===== src/rtl/uart_wb_bridge_pkg.sv =====
// uart_wb_bridge_pkg
//   Shared definitions for the UART-to-Wishbone command bridge: the frame
//   state encoding, the command bytes the host sends and the single-byte
//   response codes the bridge returns.
package uart_wb_bridge_pkg;

   typedef enum logic [2:0] {
      IDLE,   // waiting for a command byte
      ADDR,   // collecting 4 address bytes, MSB first
      DATA,   // collecting 4 write-data bytes, MSB first
      BUS,    // Wishbone cycle in flight
      RESP    // streaming the response bytes out
   } state_t;

   localparam logic [7:0] CMD_WRITE = 8'h57;  // 'W'
   localparam logic [7:0] CMD_READ  = 8'h52;  // 'R'
   localparam logic [7:0] RSP_ACK   = 8'h06;
   localparam logic [7:0] RSP_NAK   = 8'h15;

endpackage


===== src/rtl/uart_wb_bridge_if.sv =====
// uart_wb_bridge_if
//   Wishbone classic bus between the bridge (master) and the accelerator
//   (slave). Signal names keep the master's _o/_i view so both ends of the
//   link read the same as the bridge's port list.
//     wb_adr_o  32  address            wb_dat_o  32  write data
//     wb_sel_o   4  byte selects       wb_we_o    1  write enable
//     wb_cyc_o   1  cycle valid        wb_stb_o   1  strobe
//     wb_ack_i   1  slave acknowledge  wb_dat_i  32  read data
interface uart_wb_bridge_if;

   logic [31:0] wb_adr_o;
   logic [31:0] wb_dat_o;
   logic [3:0]  wb_sel_o;
   logic        wb_we_o;
   logic        wb_cyc_o;
   logic        wb_stb_o;
   logic        wb_ack_i;
   logic [31:0] wb_dat_i;

   modport master (
      output wb_adr_o, wb_dat_o, wb_sel_o, wb_we_o, wb_cyc_o, wb_stb_o,
      input  wb_ack_i, wb_dat_i
   );

   modport slave (
      input  wb_adr_o, wb_dat_o, wb_sel_o, wb_we_o, wb_cyc_o, wb_stb_o,
      output wb_ack_i, wb_dat_i
   );

endinterface


===== src/rtl/uart_wb_bridge.sv =====
// uart_wb_bridge
//   Turns a byte stream from a UART receive FIFO into single Wishbone
//   transfers and streams the reply back to the UART transmit FIFO.
//     Frame 'W' a3 a2 a1 a0 d3 d2 d1 d0  -> write, reply 0x06
//     Frame 'R' a3 a2 a1 a0              -> read,  reply 4 data bytes MSB first
//     Any other command byte             -> reply 0x15, no bus cycle
//   Ports:
//     wb_clk_i            clock
//     wb_rst_i            asynchronous active-low reset
//     rx_data/valid/ready command byte stream in (byte taken on valid&ready)
//     tx_data/valid/ready response byte stream out
//     wb                  Wishbone master (uart_wb_bridge_if.master)
//     busy                high whenever a frame is in progress
//   Build option:
//     BRIDGE_TIMEOUT_EN   when defined, a bus cycle without ack for
//                         TIMEOUT_CYCLES clocks is abandoned and answered
//                         with 0x15; otherwise the bridge waits forever.
module uart_wb_bridge
   import uart_wb_bridge_pkg::*;
#(
   parameter int unsigned TIMEOUT_CYCLES = 255
) (
   input  logic                     wb_clk_i,
   input  logic                     wb_rst_i,
   input  logic [7:0]               rx_data,
   input  logic                     rx_valid,
   output logic                     rx_ready,
   output logic [7:0]               tx_data,
   output logic                     tx_valid,
   input  logic                     tx_ready,
   uart_wb_bridge_if.master         wb,
   output logic                     busy
);

   generate
      if (TIMEOUT_CYCLES < 1 || TIMEOUT_CYCLES > 65535) begin : g_bad_timeout
         $error("uart_wb_bridge: TIMEOUT_CYCLES must be in 1..65535");
      end
   endgenerate

   state_t      state;
   logic        write_flag;
   logic [1:0]  byte_cnt;    // bytes already taken in ADDR/DATA
   logic [1:0]  resp_left;   // response bytes still to send after the current one
   logic [31:0] rd_data;
   logic [31:0] adr_q;
   logic [31:0] dat_q;
   logic [3:0]  sel_q;
   logic        we_q;
   logic        cyc_q;
   logic        stb_q;
   logic [7:0]  tx_data_q;
   logic        tx_valid_q;
   logic        rx_fire;

`ifdef BRIDGE_TIMEOUT_EN
   logic [15:0] bus_timer;
   logic        timeout_hit;
   // Expires on the TIMEOUT_CYCLES-th clock spent in BUS.
   assign timeout_hit = (bus_timer == 16'(TIMEOUT_CYCLES - 1));
`endif

   assign rx_ready = (state == IDLE) || (state == ADDR) || (state == DATA);
   assign rx_fire  = rx_valid && rx_ready;
   assign busy     = (state != IDLE);

   assign wb.wb_adr_o = adr_q;
   assign wb.wb_dat_o = dat_q;
   assign wb.wb_sel_o = sel_q;
   assign wb.wb_we_o  = we_q;
   assign wb.wb_cyc_o = cyc_q;
   assign wb.wb_stb_o = stb_q;
   assign tx_data     = tx_data_q;
   assign tx_valid    = tx_valid_q;

   // NOTE: all state here updates with non-blocking assignments so every
   // register sees the pre-edge value of every other register.
   always_ff @(posedge wb_clk_i or negedge wb_rst_i) begin
      if (!wb_rst_i) begin
         state      <= IDLE;
         write_flag <= 1'b0;
         byte_cnt   <= 2'd0;
         resp_left  <= 2'd0;
         rd_data    <= 32'd0;
         adr_q      <= 32'd0;
         dat_q      <= 32'd0;
         sel_q      <= 4'd0;
         we_q       <= 1'b0;
         cyc_q      <= 1'b0;
         stb_q      <= 1'b0;
         tx_data_q  <= 8'd0;
         tx_valid_q <= 1'b0;
`ifdef BRIDGE_TIMEOUT_EN
         bus_timer  <= 16'd0;
`endif
      end else begin
         case (state)
            IDLE: begin
               if (rx_fire) begin
                  byte_cnt <= 2'd0;
                  if (rx_data == CMD_WRITE) begin
                     write_flag <= 1'b1;
                     state      <= ADDR;
                  end else if (rx_data == CMD_READ) begin
                     write_flag <= 1'b0;
                     state      <= ADDR;
                  end else begin
                     tx_data_q  <= RSP_NAK;
                     tx_valid_q <= 1'b1;
                     resp_left  <= 2'd0;
                     state      <= RESP;
                  end
               end
            end

            ADDR: begin
               if (rx_fire) begin
                  adr_q    <= {adr_q[23:0], rx_data};
                  byte_cnt <= byte_cnt + 2'd1;   // wraps to 0 after the 4th byte
                  if (byte_cnt == 2'd3) begin
                     if (write_flag) begin
                        state <= DATA;
                     end else begin
                        cyc_q <= 1'b1;
                        stb_q <= 1'b1;
                        we_q  <= 1'b0;
                        sel_q <= 4'hF;
`ifdef BRIDGE_TIMEOUT_EN
                        bus_timer <= 16'd0;
`endif
                        state <= BUS;
                     end
                  end
               end
            end

            DATA: begin
               if (rx_fire) begin
                  dat_q    <= {dat_q[23:0], rx_data};
                  byte_cnt <= byte_cnt + 2'd1;
                  if (byte_cnt == 2'd3) begin
                     cyc_q <= 1'b1;
                     stb_q <= 1'b1;
                     we_q  <= 1'b1;
                     sel_q <= 4'hF;
`ifdef BRIDGE_TIMEOUT_EN
                     bus_timer <= 16'd0;
`endif
                     state <= BUS;
                  end
               end
            end

            BUS: begin
               // Ack is tested first so it wins over a same-clock expiry.
               if (wb.wb_ack_i) begin
                  cyc_q      <= 1'b0;
                  stb_q      <= 1'b0;
                  we_q       <= 1'b0;
                  sel_q      <= 4'd0;
                  rd_data    <= wb.wb_dat_i;
                  tx_valid_q <= 1'b1;
                  if (write_flag) begin
                     tx_data_q <= RSP_ACK;
                     resp_left <= 2'd0;
                  end else begin
                     tx_data_q <= wb.wb_dat_i[31:24];
                     resp_left <= 2'd3;
                  end
                  state <= RESP;
               end
`ifdef BRIDGE_TIMEOUT_EN
               else if (timeout_hit) begin
                  cyc_q      <= 1'b0;
                  stb_q      <= 1'b0;
                  we_q       <= 1'b0;
                  sel_q      <= 4'd0;
                  tx_data_q  <= RSP_NAK;
                  tx_valid_q <= 1'b1;
                  resp_left  <= 2'd0;
                  state      <= RESP;
               end else begin
                  bus_timer <= bus_timer + 16'd1;
               end
`endif
            end

            RESP: begin
               if (tx_ready) begin
                  if (resp_left == 2'd0) begin
                     tx_valid_q <= 1'b0;
                     state      <= IDLE;
                  end else begin
                     // rd_data rotates a byte per send; byte [23:16] is next.
                     tx_data_q <= rd_data[23:16];
                     rd_data   <= {rd_data[23:0], rd_data[31:24]};
                     resp_left <= resp_left - 2'd1;
                  end
               end
            end

            default: state <= IDLE;
         endcase
      end
   end

endmodule


===== src/flat_wrapper.sv =====
// flat-port wrapper written by rule: the top's interface ports become plain ports
module uart_wb_bridge_flat import uart_wb_bridge_pkg::*;
#(
   parameter int unsigned TIMEOUT_CYCLES = 255
)
  (wb_clk_i, wb_rst_i, rx_data, rx_valid, rx_ready, tx_data, tx_valid, tx_ready, busy, wb_wb_adr_o, wb_wb_dat_o, wb_wb_sel_o, wb_wb_we_o, wb_wb_cyc_o, wb_wb_stb_o, wb_wb_ack_i, wb_wb_dat_i);
  uart_wb_bridge_if wb_i ();
  input  logic wb_clk_i;
  input  logic wb_rst_i;
  input  logic [7:0] rx_data;
  input  logic rx_valid;
  output logic rx_ready;
  output logic [7:0] tx_data;
  output logic tx_valid;
  input  logic tx_ready;
  output logic busy;
  output wire logic [$bits(wb_i.wb_adr_o)-1:0] wb_wb_adr_o;
  output wire logic [$bits(wb_i.wb_dat_o)-1:0] wb_wb_dat_o;
  output wire logic [$bits(wb_i.wb_sel_o)-1:0] wb_wb_sel_o;
  output wire logic [$bits(wb_i.wb_we_o)-1:0] wb_wb_we_o;
  output wire logic [$bits(wb_i.wb_cyc_o)-1:0] wb_wb_cyc_o;
  output wire logic [$bits(wb_i.wb_stb_o)-1:0] wb_wb_stb_o;
  input wire logic [$bits(wb_i.wb_ack_i)-1:0] wb_wb_ack_i;
  input wire logic [$bits(wb_i.wb_dat_i)-1:0] wb_wb_dat_i;
  assign wb_wb_adr_o = wb_i.wb_adr_o;
  assign wb_wb_dat_o = wb_i.wb_dat_o;
  assign wb_wb_sel_o = wb_i.wb_sel_o;
  assign wb_wb_we_o = wb_i.wb_we_o;
  assign wb_wb_cyc_o = wb_i.wb_cyc_o;
  assign wb_wb_stb_o = wb_i.wb_stb_o;
  assign wb_i.wb_ack_i = wb_wb_ack_i;
  assign wb_i.wb_dat_i = wb_wb_dat_i;
  uart_wb_bridge #(.TIMEOUT_CYCLES(TIMEOUT_CYCLES)) u_core (.wb_clk_i(wb_clk_i), .wb_rst_i(wb_rst_i), .rx_data(rx_data), .rx_valid(rx_valid), .rx_ready(rx_ready), .tx_data(tx_data), .tx_valid(tx_valid), .tx_ready(tx_ready), .wb(wb_i), .busy(busy));
endmodule

===== config.mk =====
export PLATFORM = sky130hd
export DESIGN_NAME = uart_wb_bridge_flat
export DESIGN_NICKNAME = d
export VERILOG_FILES = /design/src/rtl/uart_wb_bridge_pkg.sv /design/src/rtl/uart_wb_bridge_if.sv /design/src/rtl/uart_wb_bridge.sv /design/src/flat_wrapper.sv
export SDC_FILE = /design/constraint.sdc
export NUM_CORES = 1
export LEC_CHECK = 0
export ABC_AREA = 1
export BUFFER_PORTS_ARGS = -buffer_cell sky130_fd_sc_hd__buf_4
export CORE_MARGIN = 8
export CORE_UTILIZATION = 43
export CTS_CLUSTER_SIZE = 12
export DETAILED_ROUTE_END_ITERATION = 12
export PLACE_DENSITY = 0.63
export SYNTH_ARGS = -nofsm -noshare
export SYNTH_HDL_FRONTEND = slang
export SYNTH_SLANG_ARGS = --single-unit

===== constraint.sdc =====
create_clock -name wb_clk_i -period 1.8 [get_ports wb_clk_i]
set_clock_uncertainty 0.15 [all_clocks]
set_input_delay 0.27 -clock wb_clk_i [delete_from_list [all_inputs] [get_ports wb_clk_i]]
set_output_delay 0.27 -clock wb_clk_i [all_outputs]
set_load 0.1 [all_outputs]

==> results of run 1 <==
[tightest hold or removal path, cell delays in order]
cell	delay, ns
buf_4	0.08
nand2_1	0.04
nand2_1	0.06
nand2_1	0.05
nand2_1	0.05
[cells in the mapped netlist]
cell	count	share of area, %
o21ai_0	58	5.6
o21ai_2	1	0.17
nand4_1	11	1.3
a21oi_1	3	0.29
buf_6	3	0.65
nor2_1	8	0.58
nand2_1	339	25
clkbuf_1	8	0.58
buf_4	5	0.73
o21ai_1	6	0.58
nand3_2	2	0.39
nand3_1	20	1.9
nor3_1	1	0.097
clkbuf_2	1	0.097
nor2_2	2	0.24
nand2_4	1	0.22
dfrtp_1	115	56
inv_1	46	3.3
inv_2	3	0.22
nand2_2	1	0.12
nor2_4	2	0.44
ha_1	2	0.48
buf_2	18	1.7
[power breakdown]
group	internal, mW	total [mW]	switching, mW	leakage, nW
logic	2.10	8.22	6.12	2.17
registers	3.40	3.97	0.569	1.51
clock network	1.99	3.13	1.14	0.271
total	7.49	15.3	7.83	3.95
[per-layer routing]
layer	share of wire, %	wire length, µm	up-vias
li1	-	-	2320
met1	45	6030	2140
met2	46	6230	121
met3	7.1	951	20
met4	1.5	205	0
met5	0	0	-
[final timing paths]
path,endpoint,start,cells past startpoint
max,rx_ready,u_core.state[0]$_DFFE_PN0P_,3
min,u_core.rd_data[31]$_DFFE_PN0P_,wb_wb_dat_i[31],5
max reg2reg,u_core.tx_data[4]$_DFFE_PN0P_,u_core.state[1]$_DFFE_PN0P_,10
min reg2reg,u_core.wb.wb_dat_o[30]$_DFFE_PN0P_,u_core.wb.wb_dat_o[30]$_DFFE_PN0P_,2
max in group asynchronous,u_core.state[0]$_DFFE_PN0P_,wb_rst_i,3
min in group asynchronous,u_core.wb.wb_adr_o[21]$_DFFE_PN0P_,wb_rst_i,2
[registers in the layout (all words and copies together), names as in the netlist]
name                cells
u_core.rd_data         32
u_core.state            3
u_core.wb.wb_sel_o      1
u_core.wb.wb_we_o       1
u_core.tx_data          8
u_core.wb.wb_dat_o     32
u_core.tx_valid         1
u_core.byte_cnt         2
u_core.write_flag       1
u_core.wb.wb_adr_o     32
u_core.resp_left        2
[stage by stage]
step	hold WS, ns	instance area (µm²)	TNS [ns]	power (mW)	worst slack [ns]
floorplan	-0.176	5190	0	9.92	0.0153
global placement	-0.0625	6340	-1.55	11.7	-0.0794
detailed placement	-0.0607	6340	-3.41	11.8	-0.167
CTS	0.00629	7020	-0.0131	15.2	-0.00716
global route	0.0309	7090	-0.0373	16.2	-0.0293
finish	0.0240	7090	0	15.3	0.00689
[logic make-up after synthesis]
| family | synth area share (%) |
|---|---|
| buffers and inverters | 7.35 |
| AO/OA/AOI/OAI | 6.65 |
| flip-flops | 55.6 |
| adder cells (fa/ha/maj) | 0.483 |
| AND/OR/NAND/NOR | 29.9 |
[layout make-up]
type	instances	area (µm²)
Sequential cell	115	2880
Clock buffer	22	474
Tap cell	147	184
Multi-Input combinational cell	457	1970
Fill cell	1078	4770
Timing Repair Buffer	160	1300
Clock inverter	10	82.6
Inverter	49	195
[timing repair]
action,in CTS,in global routing
setup endpoints to repair,44,47
hold buffers,4,0
setup buffers,5,1
gates resized for setup,18,16
hold endpoints to repair,119,0
cloned,0,0
pin swaps,2,3
==> qor.yml, run 1 <==
grt_max_degree: 60
dr_total_vias: 4601
r2r_slack_ns: 0.11
yosysSeqAreaShare_pct: 55.6
final_common_cell: "nand2_1"
wl_per_cell_um: 14.0
synth_area_um2: 5180
drt_iter0_markers: 292
worst_setup_path_start_kind: "flip-flop"
ys_types: 23
grt_busiest_layer: "met2"
hold_viol_final: 0
crit_chain: "buf_6 > a21oi_4 > buf_12"
crit_path_end_kind: "output pin"
dp_hpwl_um: 9580
ir_drop_uv: 875
worst-setup-path-type: "reg2out"
antenna_found_initial: 0
cp.arrival_ns: 1.37
grt_first_pass_wirelength_um: 22500
postSynthAreaPerCell_um2: 7.89
p_leak_nw: 3.95
maxSlewHeadroom_pct: 77.7
postRouteAntennaNets: 0
setup_viol: 0
final_cell_mix: "nand2_1 (337), buf_4 (145), dfrtp_1 (111), o21ai_0 (56), inv_1 (42)"
use_met2_pct: 27.9
netlist_instances: 656
fin_crit_sh_pct: 99.6
core_area_um2: 11900
crit_buf_inv: 2
max_stage_delay_ns: 0.45
drive_gt1_share_pct: 26.3
fmax_ghz: 0.558
critical_path.top_delay_family: "flip-flops"
cts_tree: "built"
report.final.slew_viol_count: 0
vias_per_cell: 4.79
die_w_um: 126
first_global_vias: 4733
status: "finished clean"
slowest_stage: "dfrtp_2"
cts-htree-levels: 4
die_area_um2: 15800
post_layout_nonfiller_instances: 960
min_path_type: "in2reg"
row_count: 40
dp_cells: 918
io_buffers: 126
required_ns: 1.38
cp_max_fo: 5
routed_wl_um: 13400
clockRootBuffer: "clkbuf_16"
die_h_um: 126
insertion_delay_ns: 0.41
cts_sinks: 115
met1_usage_pct: 21.8
grtUsageMet3_pct: 5.57
drt-pass1-iter-count: 4
clk_pin_slew_ns: 0.05
drcViolationCount: 0
cts_buffers: 17
num_antenna_cells: 0
rsz0062_at_grt: "yes"
finalNetCount: 847
yosys_warnings: 0
synth-seq-cells: 115
post-route-util_pct: 59.7
tightest_slew_ns: 0.334
start_util_pct: 43.6
area_growth_pct: 36.9
io_pins: 127
max_cap_viol_count: 0
power_density_nw_per_um2: 2160
grt-ovfl-total: 0
syn-num-nets: 703
fin_crit_ns: 1.79
clk_path_buf_depth: 2
gp_congestion: 0.842
grt_util_all_layers_pct: 17.6
No activity file was read; power rests on OpenSTA's default activity.
==> inputs of run 2 (changes only) <==
--- a/config.mk
+++ b/config.mk
@@ -6,7 +6,7 @@
 export NUM_CORES = 1
 export LEC_CHECK = 0
 export ABC_AREA = 1
-export BUFFER_PORTS_ARGS = -buffer_cell sky130_fd_sc_hd__buf_4
+export BUFFER_PORTS_ARGS = -buffer_cell sky130_fd_sc_hd__buf_2
 export CORE_MARGIN = 8
 export CORE_UTILIZATION = 43
 export CTS_CLUSTER_SIZE = 12
==> qor.yml, run 2 (same netlist as run 1, synthesis figures left out) <==
violations: "negative setup slack"
clk_path_buf_depth: 2
die_w_um: 126
max_stage_delay_ns: 0.42
worst-setup-path-type: "reg2out"
fmax_ghz: 0.547
dr_total_vias: 4703
drt_iter0_markers: 365
die_area_um2: 15800
setup_viol: 1
tightest_slew_ns: 0.514
area_growth_pct: 32.4
grt-ovfl-total: 0
min_path_type: "in2reg"
num-fill-cells: 1116
drive_gt1_share_pct: 26.5
critical_path.top_delay_family: "flip-flops"
worst_hold_path.num_cells: 5
maxSlewHeadroom_pct: 66.0
vias_per_cell: 4.88
grt_util_all_layers_pct: 17.5
fin_crit_sh_pct: 101
crit_chain: "inv_2 > nand2_4 > nor2_4 > buf_6 > inv_4 > buf_12"
io_pins: 127
grt_first_pass_wirelength_um: 22500
cts_buffers: 17
holdCritStartpoint: "wb_wb_dat_i[22]"
cts_sinks: 115
io_buffers: 126
required_ns: 1.38
r2r_cells: 10
first_global_vias: 4801
antenna_found_initial: 0
max_cap_viol_count: 0
setup_ws_ns: -0.0269
crit_buf_inv: 4
rsz0062_at_grt: "yes"
report.final.slew_viol_count: 0
routed_wl_um: 13500
r2r_slack_ns: 0.05
timing.rr.end: "u_core.tx_data[2]$_DFFE_PN0P_"
core_area_um2: 11900
crit_path_start: "u_core.state[1]$_DFFE_PN0P_"
worstReg2RegStart: "u_core.state[1]$_DFFE_PN0P_"
drcViolationCount: 0
row_count: 40
cp.depth: 6
dp_cells: 918
hold_viol_final: 0
register_area_um2: 2880
worst_setup_path_start_kind: "flip-flop"
postRouteAntennaNets: 0
status: "finished with violations"
dp_hpwl_um: 9320
finalNetCount: 852
drt-pass1-iter-count: 4
cts_tree: "built"
endpoint: "busy"
cts-htree-levels: 4
clockRootBuffer: "clkbuf_16"
clk_pin_slew_ns: 0.05
gp_congestion: 0.832
insertion_delay_ns: 0.41
slowest_stage: "dfrtp_2"
crit_path_end_kind: "output pin"
wl_per_cell_um: 14.0
final_cell_mix: "nand2_1 (334), buf_2 (123), dfrtp_1 (111), o21ai_0 (53), inv_1 (42)"
multi_input_area_um2: 1960
post_layout_nonfiller_instances: 964
start_util_pct: 43.6
grt_max_degree: 62
cp.arrival_ns: 1.41
cp_max_fo: 3
final_common_cell: "nand2_1"
fin_crit_ns: 1.83
die_h_um: 126
## run 2: cell types whose count changed in the layout (fill, tap and decap cells not counted), moves of 2 or more
| cell | before | now |
|---|---|---|
| buf_4 | 145 | 24 |
| clkinvlp_4 | 4 | 1 |
| clkinv_2 | 6 | 2 |
| buf_2 | 0 | 123 |
| buf_12 | 5 | 8 |
| nand2_2 | 2 | 5 |
| buf_6 | 6 | 3 |
| nand2_1 | 337 | 334 |
| clkbuf_1 | 2 | 5 |
| o21ai_0 | 56 | 53 |
| o21ai_1 | 8 | 10 |
## run 2: layout make-up
class / count / area share [%]
flip-flops and latches: 115 / 42.1
repair buffers: 163 / 15.4
well taps: 147 / 2.68
multi-input cells: 457 / 28.7
repair inverters: 2 / 0.201
clock buffers: 26 / 7.29
clock inverters: 4 / 0.712
inverters: 49 / 2.96
diodes: 1 / 0.0365
## run 2: what timing repair did
action / 4_1_cts / 5_1_grt
buffers inserted: 5 / 3
pin swaps: 1 / 4
cloned: 0 / 3
endpoints found under the setup margin: 34 / 50
hold buffers: 4 / 0
gates resized for setup: 7 / 26
endpoints found under the hold margin: 120 / 0
## run 2: through the flow
| step | worst slack, ns | utilization (%) | TNS [ns] | instance area, µm² | hold WS (ns) |
|---|---|---|---|---|---|
| CTS | -0.0790 | 56.7 | -0.0838 | 6720 | 0.00239 |
| floorplan | 0.0153 | - | 0 | 5190 | -0.176 |
| global route | -0.0817 | 57.7 | -0.706 | 6850 | 0.0331 |
| detailed placement | -0.177 | 51.3 | -3.31 | 6080 | -0.0744 |
| global placement | -0.0608 | 51.3 | -0.890 | 6080 | -0.0740 |
| finish | -0.0269 | 57.8 | -0.0269 | 6850 | 0.0214 |
## run 2: layer usage
metal / vias up / track usage [%] / share of wire [%]
met5: - / 0 / 0
met4: 0 / 7.38 / 1.6
met3: 19 / 6.79 / 7.9
met2: 138 / 27.8 / 47
met1: 2218 / 20.8 / 44
li1: 2328 / - / -
## run 2: worst min-delay path by stage
| stage | end | slack, ns |
|---|---|---|
| after CTS | u_core.rd_data[22]$_DFFE_PN0P_ | 0.002 |
| after global routing | u_core.wb.wb_dat_o[5]$_DFFE_PN0P_ | 0.03 |
| after detailed placement | u_core.wb.wb_adr_o[29]$_DFFE_PN0P_ | -0.07 |
| after floorplan | u_core.byte_cnt[0]$_DFFE_PN0P_ | -0.18 |
| final | u_core.rd_data[22]$_DFFE_PN0P_ | 0.02 |
| after global placement | u_core.wb.wb_adr_o[29]$_DFFE_PN0P_ | -0.07 |
## run 2: tightest hold or removal path: cells and delay by family
kind	cells	cell delay (ns)
compound gates	1	0.07
buf+inv	1	0.07
simple gates	3	0.14
Power of run 2 is left out: the tool's default activity adds up to more than one toggle a clock period on the data nets, which glitch-free logic cannot reach.
